===== src/rtl/if_id_if.sv =====
// Fetch-stage bus: instruction-memory port, hazard/redirect controls, and IF/ID outputs.
// master = the fetch stage, slave = its surroundings (imem, controller, hazard unit, decode).
interface if_id_if #(
  parameter int unsigned CNT_W = 16
);
  logic [31:0]      imem_addr;
  logic [31:0]      imem_rdata;
  logic             stall;
  logic             jump_en;
  logic [31:0]      jump_target;
  logic             branch_taken;
  logic [31:0]      branch_target;
  logic [31:0]      pc;
  logic [31:0]      if_id_inst;
  logic [31:0]      if_id_pc4;
  logic             if_id_valid;
  logic [CNT_W-1:0] stall_cnt;
  logic [CNT_W-1:0] flush_cnt;

  modport master (
    output imem_addr, pc, if_id_inst, if_id_pc4, if_id_valid, stall_cnt, flush_cnt,
    input  imem_rdata, stall, jump_en, jump_target, branch_taken, branch_target
  );

  modport slave (
    input  imem_addr, pc, if_id_inst, if_id_pc4, if_id_valid, stall_cnt, flush_cnt,
    output imem_rdata, stall, jump_en, jump_target, branch_taken, branch_target
  );
endinterface


===== src/rtl/if_id_stage.sv =====
// Fetch stage and IF/ID pipeline register: PC sequencing, stall hold, jump/branch
// redirect with a one-cycle squash bubble, and saturating debug event counters.
module if_id_stage #(
  parameter logic [31:0] RESET_PC = 32'h0000_0000,
  parameter logic [31:0] NOP_INST = 32'h0000_0000,
  parameter int unsigned CNT_W    = 16
) (
  input logic    clk,
  input logic    rst_n,
  if_id_if.master bus
);
  localparam int unsigned XLEN = 32;

  logic [XLEN-1:0]  pc_q, pc_d;
  logic [XLEN-1:0]  inst_q, inst_d;
  logic [XLEN-1:0]  pc4_q, pc4_d;
  logic             valid_q, valid_d;
  logic [CNT_W-1:0] stall_cnt_q, stall_cnt_d;
  logic [CNT_W-1:0] flush_cnt_q, flush_cnt_d;

  logic [XLEN-1:0]  pc_plus4;
  logic [XLEN-1:0]  jump_tgt;
  logic [XLEN-1:0]  branch_tgt;
  logic [CNT_W-1:0] stall_cnt_inc;
  logic [CNT_W-1:0] flush_cnt_inc;

  // Word-aligned targets; pc+4 wraps modulo 2^32.
  assign pc_plus4   = pc_q + XLEN'(4);
  assign jump_tgt   = {bus.jump_target[XLEN-1:2], 2'b00};
  assign branch_tgt = {bus.branch_target[XLEN-1:2], 2'b00};

  // Saturating increments: hold at all-ones.
  assign stall_cnt_inc = (stall_cnt_q == '1) ? stall_cnt_q : stall_cnt_q + CNT_W'(1);
  assign flush_cnt_inc = (flush_cnt_q == '1) ? flush_cnt_q : flush_cnt_q + CNT_W'(1);

  // Priority: taken branch > stall > jump > sequential fetch.
  always_comb begin
    pc_d        = pc_q;
    inst_d      = inst_q;
    pc4_d       = pc4_q;
    valid_d     = valid_q;
    stall_cnt_d = stall_cnt_q;
    flush_cnt_d = flush_cnt_q;
    if (bus.branch_taken) begin
      pc_d        = branch_tgt;
      inst_d      = NOP_INST;
      pc4_d       = '0;
      valid_d     = 1'b0;
      flush_cnt_d = flush_cnt_inc;
    end else if (bus.stall) begin
      // A jump held in ID re-asserts once the stall clears, so it is not acted on here.
      stall_cnt_d = stall_cnt_inc;
    end else if (bus.jump_en) begin
      pc_d        = jump_tgt;
      inst_d      = NOP_INST;
      pc4_d       = '0;
      valid_d     = 1'b0;
      flush_cnt_d = flush_cnt_inc;
    end else begin
      pc_d    = pc_plus4;
      inst_d  = bus.imem_rdata;
      pc4_d   = pc_plus4;
      valid_d = 1'b1;
    end
  end

  always_ff @(posedge clk or negedge rst_n) begin
    if (!rst_n) begin
      pc_q        <= RESET_PC;
      inst_q      <= NOP_INST;
      pc4_q       <= '0;
      valid_q     <= 1'b0;
      stall_cnt_q <= '0;
      flush_cnt_q <= '0;
    end else begin
      pc_q        <= pc_d;
      inst_q      <= inst_d;
      pc4_q       <= pc4_d;
      valid_q     <= valid_d;
      stall_cnt_q <= stall_cnt_d;
      flush_cnt_q <= flush_cnt_d;
    end
  end

  assign bus.imem_addr   = pc_q;
  assign bus.pc          = pc_q;
  assign bus.if_id_inst  = inst_q;
  assign bus.if_id_pc4   = pc4_q;
  assign bus.if_id_valid = valid_q;
  assign bus.stall_cnt   = stall_cnt_q;
  assign bus.flush_cnt   = flush_cnt_q;
endmodule


===== src/flat_wrapper.sv =====
// flat-port wrapper written by rule: the top's interface ports become plain ports
module if_id_stage_flat 
#(
  parameter logic [31:0] RESET_PC = 32'h0000_0000,
  parameter logic [31:0] NOP_INST = 32'h0000_0000,
  parameter int unsigned CNT_W    = 16
)
  (clk, rst_n, bus_imem_addr, bus_pc, bus_if_id_inst, bus_if_id_pc4, bus_if_id_valid, bus_stall_cnt, bus_flush_cnt, bus_imem_rdata, bus_stall, bus_jump_en, bus_jump_target, bus_branch_taken, bus_branch_target);
  if_id_if #(.CNT_W(CNT_W)) bus_i ();
  input logic clk;
  input logic rst_n;
  output wire logic [$bits(bus_i.imem_addr)-1:0] bus_imem_addr;
  output wire logic [$bits(bus_i.pc)-1:0] bus_pc;
  output wire logic [$bits(bus_i.if_id_inst)-1:0] bus_if_id_inst;
  output wire logic [$bits(bus_i.if_id_pc4)-1:0] bus_if_id_pc4;
  output wire logic [$bits(bus_i.if_id_valid)-1:0] bus_if_id_valid;
  output wire logic [$bits(bus_i.stall_cnt)-1:0] bus_stall_cnt;
  output wire logic [$bits(bus_i.flush_cnt)-1:0] bus_flush_cnt;
  input wire logic [$bits(bus_i.imem_rdata)-1:0] bus_imem_rdata;
  input wire logic [$bits(bus_i.stall)-1:0] bus_stall;
  input wire logic [$bits(bus_i.jump_en)-1:0] bus_jump_en;
  input wire logic [$bits(bus_i.jump_target)-1:0] bus_jump_target;
  input wire logic [$bits(bus_i.branch_taken)-1:0] bus_branch_taken;
  input wire logic [$bits(bus_i.branch_target)-1:0] bus_branch_target;
  assign bus_imem_addr = bus_i.imem_addr;
  assign bus_pc = bus_i.pc;
  assign bus_if_id_inst = bus_i.if_id_inst;
  assign bus_if_id_pc4 = bus_i.if_id_pc4;
  assign bus_if_id_valid = bus_i.if_id_valid;
  assign bus_stall_cnt = bus_i.stall_cnt;
  assign bus_flush_cnt = bus_i.flush_cnt;
  assign bus_i.imem_rdata = bus_imem_rdata;
  assign bus_i.stall = bus_stall;
  assign bus_i.jump_en = bus_jump_en;
  assign bus_i.jump_target = bus_jump_target;
  assign bus_i.branch_taken = bus_branch_taken;
  assign bus_i.branch_target = bus_branch_target;
  if_id_stage #(.RESET_PC(RESET_PC), .NOP_INST(NOP_INST), .CNT_W(CNT_W)) u_core (.clk(clk), .rst_n(rst_n), .bus(bus_i));
endmodule

===== config.mk =====
export PLATFORM = sky130hd
export DESIGN_NAME = if_id_stage_flat
export DESIGN_NICKNAME = d
export VERILOG_FILES = /design/src/rtl/if_id_if.sv /design/src/rtl/if_id_stage.sv /design/src/flat_wrapper.sv
export SDC_FILE = /design/constraint.sdc
export NUM_CORES = 1
export LEC_CHECK = 0
export ABC_AREA = 1
export BUFFER_PORTS_ARGS = -buffer_cell sky130_fd_sc_hd__buf_2
export CORE_ASPECT_RATIO = 0.7
export CORE_MARGIN = 2
export CORE_UTILIZATION = 46
export CTS_BUF_LIST = sky130_fd_sc_hd__clkbuf_8
export DETAILED_ROUTE_END_ITERATION = 12
export GPL_TIMING_DRIVEN = 1
export PLACE_DENSITY = 0.78
export SLEW_MARGIN = 15
export SYNTH_ARGS = -nofsm -noshare
export SYNTH_HDL_FRONTEND = slang
export SYNTH_SLANG_ARGS = --single-unit
export TNS_END_PERCENT = 5

===== constraint.sdc =====
create_clock -name clk -period 1.57 [get_ports clk]
set_clock_uncertainty 0.15 [all_clocks]
set_input_delay 0 -clock clk [delete_from_list [all_inputs] [get_ports clk]]
set_output_delay 0 -clock clk [all_outputs]
set_load 0.005 [all_outputs]

# Word-level counts from Yosys, hierarchy flattened
# Cells that the tools add are included.
# totals
ff_bits	129
in_bits	101
output_inout_bits	161
wordCells	33
# classes
add_sub_neg	3
n_eq_ne	3
mux	16
bitwise_logic	2
reduce_logical	3
# op_table
operator	count
2-to-1 mux 32 bit	9
2-to-1 mux 16 bit	4
adder 16 x 1 -> 16 bit, second input constant	2
adder 32 x 3 -> 32 bit, second input constant	1
== test 16 bit, second input constant	2
2-to-1 mux 1 bit	3
AND reduction 3 bit	1
inequality test 2 x 1 -> 1 bit, second input constant	1
NOT 1 bit	2
AND reduction 2 bit	1
nonzero test 2 bit	1

# Logic depth before layout (Yosys ltp)
# depth
depth_word	5
depth_mapped	10
ltp_nobuf	10

# Least setup slack after synthesis
# OpenSTA, ideal clock, no wires.
# synth_path
path_type	reg-to-reg
from	register u_core.stall_cnt_q[0], in the netlist u_core.bus.stall_cnt[0]
to	register u_core.stall_cnt_q[8], in the netlist u_core.bus.stall_cnt[8]
setup_ns	0.117
t_arrival_ns	1.474
required_ns	1.303
slack_ns	-0.171
stages_incl_launch_ff	11
n_path_buf	1
period_less_slack_ns	1.741
cell_sequence	dfrtp_1 -> ha_1 -> nand3_4 -> nor2_4 -> and3_4 -> nand2_4 -> nand2_8 -> inv_4 -> buf_6 -> nand2_1 -> nand2_1
# synth_between
elab_chain_cells	3
word_cells_on_any_way	4
classes_between	1 x add/sub; 1 x eq/ne; 1 x bitwise; 1 x reduce/logical
# synth_lines
item	line_no	rtl
from (decl)	if_id_stage.sv:18	logic [CNT_W-1:0] stall_cnt_q, stall_cnt_d;
from (signal assigned)	if_id_stage.sv:80	stall_cnt_q <= stall_cnt_d;
parallel branches: the longest is 3 deep, another holds adder 16 x 1 -> 16 bit	n/a	
# Parallel ways; which one is timed is not known.
# A chain may end at the register's enable or synchronous reset.

# Worst setup path in the final report
# layout_path
from	register u_core.pc_q[3], in the netlist u_core.bus.imem_addr[3]
to	register u_core.pc_q[16], in the netlist u_core.bus.imem_addr[16]
# layout_between
elab_chain_cells	4
# layout_lines
item	line_no	rtl
from (decl)	if_id_stage.sv:14	logic [XLEN-1:0] pc_q, pc_d;
from (signal assigned)	if_id_stage.sv:76	pc_q <= pc_d;
adder 32 x 3 -> 32 bit	if_id_stage.sv:28	assign pc_plus4 = pc_q + XLEN'(4);
2-to-1 mux 32 bit	if_id_stage.sv:53	end else if (bus.jump_en) begin
2-to-1 mux 32 bit	if_id_stage.sv:50	end else if (bus.stall) begin
2-to-1 mux 32 bit	if_id_stage.sv:44	if (bus.branch_taken) begin
# Every way passes these cells. The select of a mux whose other input is x is not followed.

==> flow_summary.toml <==
[yosys]
yosys.area.top_type_share_pct = 44.9
synth_edf_count = 0
yosysWarningCount = 0
syn_area_mm2 = 0.00702
synth_top_family_by_area = "simple AND/OR/NAND/NOR gates"
synth_mux_area_share_pct = 0
synth_ff_type = "dfrtp_1"
synth.area.top_cells = "dfrtp_1 (45%), nand2_1 (16%), nor2_1 (5.6%)"
synth.avg_cell_area_um2 = 7.65
synth-compound-area-share_pct = 9.68
synth-simple-area-share_pct = 30.2
yosysTopAreaCell = "dfrtp_1"
ys_ff_latch = 126
synth_adder_area_share_pct = 0.535
synth_top_cells_by_count = "nand2_1 (301), dfrtp_1 (126), nor2_1 (104)"
synth.distinct_cells = 43
yosysSeqAreaShare_pct = 44.9
synth_xor_area_share_pct = 4.24
synthArstFlopShare_pct = 100
synth_cells = 917
synth.most_common_cell = "nand2_1"

[clock_tree]
root_buffer = "clkbuf_8"
clock_sinks = 126
htreeDepth = 4
clk_pin_slew_ps = 80
cts_buffers = 17
tritoncts = "done"
clk_latency_ps = 440
clk_path_buf_depth = 2

[power]
p_leak_nw = 5.76
sw_frac_of_total_pct = 33.9
switchingPower_w = 0.00316
total_power_w = 0.00932
p_clk_share_pct = 28.4
vdd_drop_max_mv = 0.548
power_frac_comb_pct = 30.4
seqPwrFrac_pct = 41.2
p_int_w = 0.00617
power_density_mw_per_mm2 = 857

[place]
gp_congestion = 0.953
dpl-instance-area_mm2 = 0.00911
hpwl_um = 17200
io_buffers = 253
dp_cells = 1414

[critical_path]
path_class = "register to register"
endpoint_kind = "register"
path_max_fanout = 2
worstPathArrival_ps = 1900
crit_path_start_kind = "register"
crit_required_ps = 1740

[route]
drc = 0
wirelength_um = 25300
detail_route.iter0.violations = 597
vias = 7889
detail_route.first_pass.iterations = 5
ant_nets = 0
viasPerCell = 5.09
wl_per_cell_um = 16.3

[final_layout]
fin_cells = 1551
nNetsFinal = 1448
fin_area_mm2 = 0.0109
layout-area-overhead-vs-synth_pct = 55.0
diodes = 0
final_util_pct = 73.4
drive_gt1_share_pct = 37.8

[sta]
rsz0062_at_grt = "true"
clock.fmax_mhz = 577
finalSetupViolations = 58
period_minus_slack_ps = 1730
slew_violations = 0
setup_tns_ps = -3100
worst_slack_ps = -163
fin_crit_sh_pct = 110
hold_viol = 0

[die]
core_region_area_mm2 = 0.0148
rows = 37
die-height_um = 107
start_util_pct = 47.4
die_w_um = 152
fp.dieArea_mm2 = 0.0163
ios = 262

[global_routing]
grt.total_usage_pct = 31.0
grt_start_max_net_pins = 55
grt_pass1_wl_um = 38900
antenna_found_initial = 0
grt-ovfl-total = 0
first_global_vias = 7674

[status]
status = "complete, but fails checks"
violations = "negative setup slack"

[hold_path]
hp-class = "input port to register"

[job]
maxCapViolCount = 0
## cells by family (layout without fill, tap and decap cells)
group | Yosys count | after routing
AOI/OAI and AO/OA | 103 | 103
xor gates and xnor gates | 34 | 34
adders and majority gates | 3 | 3
other | 1 | 4
and+or+nand+nor | 502 | 502
DFF | 126 | 126
buffers and inverters | 148 | 584
## critical path: stages (launching register included)
cell and delay, ps:
dfrtp_1 410, ha_4 170, buf_4 120, nand3_2 90
nor2_4 170, nand3_2 110, xor2_2 170, o21ai_1 150
nand2_1 90
## power by group through the flow
stage               logic (W)  clock network [W]  registers, W
finish                0.00284            0.00265       0.00384
global route          0.00310            0.00283       0.00387
CTS                   0.00269            0.00267       0.00382
detailed placement    0.00239                  0       0.00387
global placement      0.00234                  0       0.00386
floorplan             0.00101                  0       0.00395
## state kept, by name, summed over array words and instances, names as in the netlist
name and cells:
u_core.bus.imem_addr 30, u_core.bus.stall_cnt 16, u_core.bus.if_id_inst 32, u_core.bus.flush_cnt 16, u_core.bus.if_id_pc4 31, u_core.bus.if_id_valid 1
## final timing paths
kind / cells past startpoint / slack [ps] / end / startpoint
max: 8 / -160 / u_core.bus.imem_addr[16] / u_core.bus.imem_addr[3]
min: 3 / 160 / u_core.bus.if_id_inst[28] / bus_imem_rdata[28]
max reg2reg: 8 / -160 / u_core.bus.imem_addr[16] / u_core.bus.imem_addr[3]
min reg2reg: 2 / 330 / u_core.bus.if_id_pc4[15] / u_core.bus.if_id_pc4[15]
max in group asynchronous: 4 / 280 / u_core.bus.imem_addr[28] / rst_n
min in group asynchronous: 3 / 420 / u_core.bus.flush_cnt[7] / rst_n
## metal layers
metal,share of wire [%],GRT usage (%)
met2,47,50.2
met5,0,0
met3,8.6,6.36
met4,2.1,9.46
met1,42,42.0
## cell type report
type | instances | area, µm²
Tap cell | 195 | 244
Multi-Input combinational cell | 646 | 3510
Timing Repair Buffer | 472 | 3290
Fill cell | 1123 | 3940
Clock inverter | 14 | 121
Clock buffer | 17 | 234
Sequential cell | 126 | 3160
Inverter | 81 | 317
## cell usage in the layout, fill, tap and decap left out, types with 21 or more instances in the layout
cell           count
inv_1             74
xor2_1            21
nor2_1            84
o21ai_0           34
dfrtp_1          119
nand3_1           46
a22o_1            37
nand2_1          273
dlygate4sd3_1     98
nand2_2           25
buf_2            252
buf_4            108
## per-stage QoR
step | hold WS, ps | setup WS, ps
global route | 145 | -243
global placement | -195 | -82.4
CTS | 142 | -77.5
finish | 160 | -163
floorplan | -446 | -108
detailed placement | -193 | -224
## repair_timing
action | 4_1_cts | 5_1_grt
resized for setup | 57 | 59
endpoints found under the setup margin | 74 | 86
endpoints found under the hold margin | 192 | 0
pin swaps | 17 | 23
buffers inserted | 4 | 3
hold buffers | 99 | 0
Power figures use the tool's default switching activity.
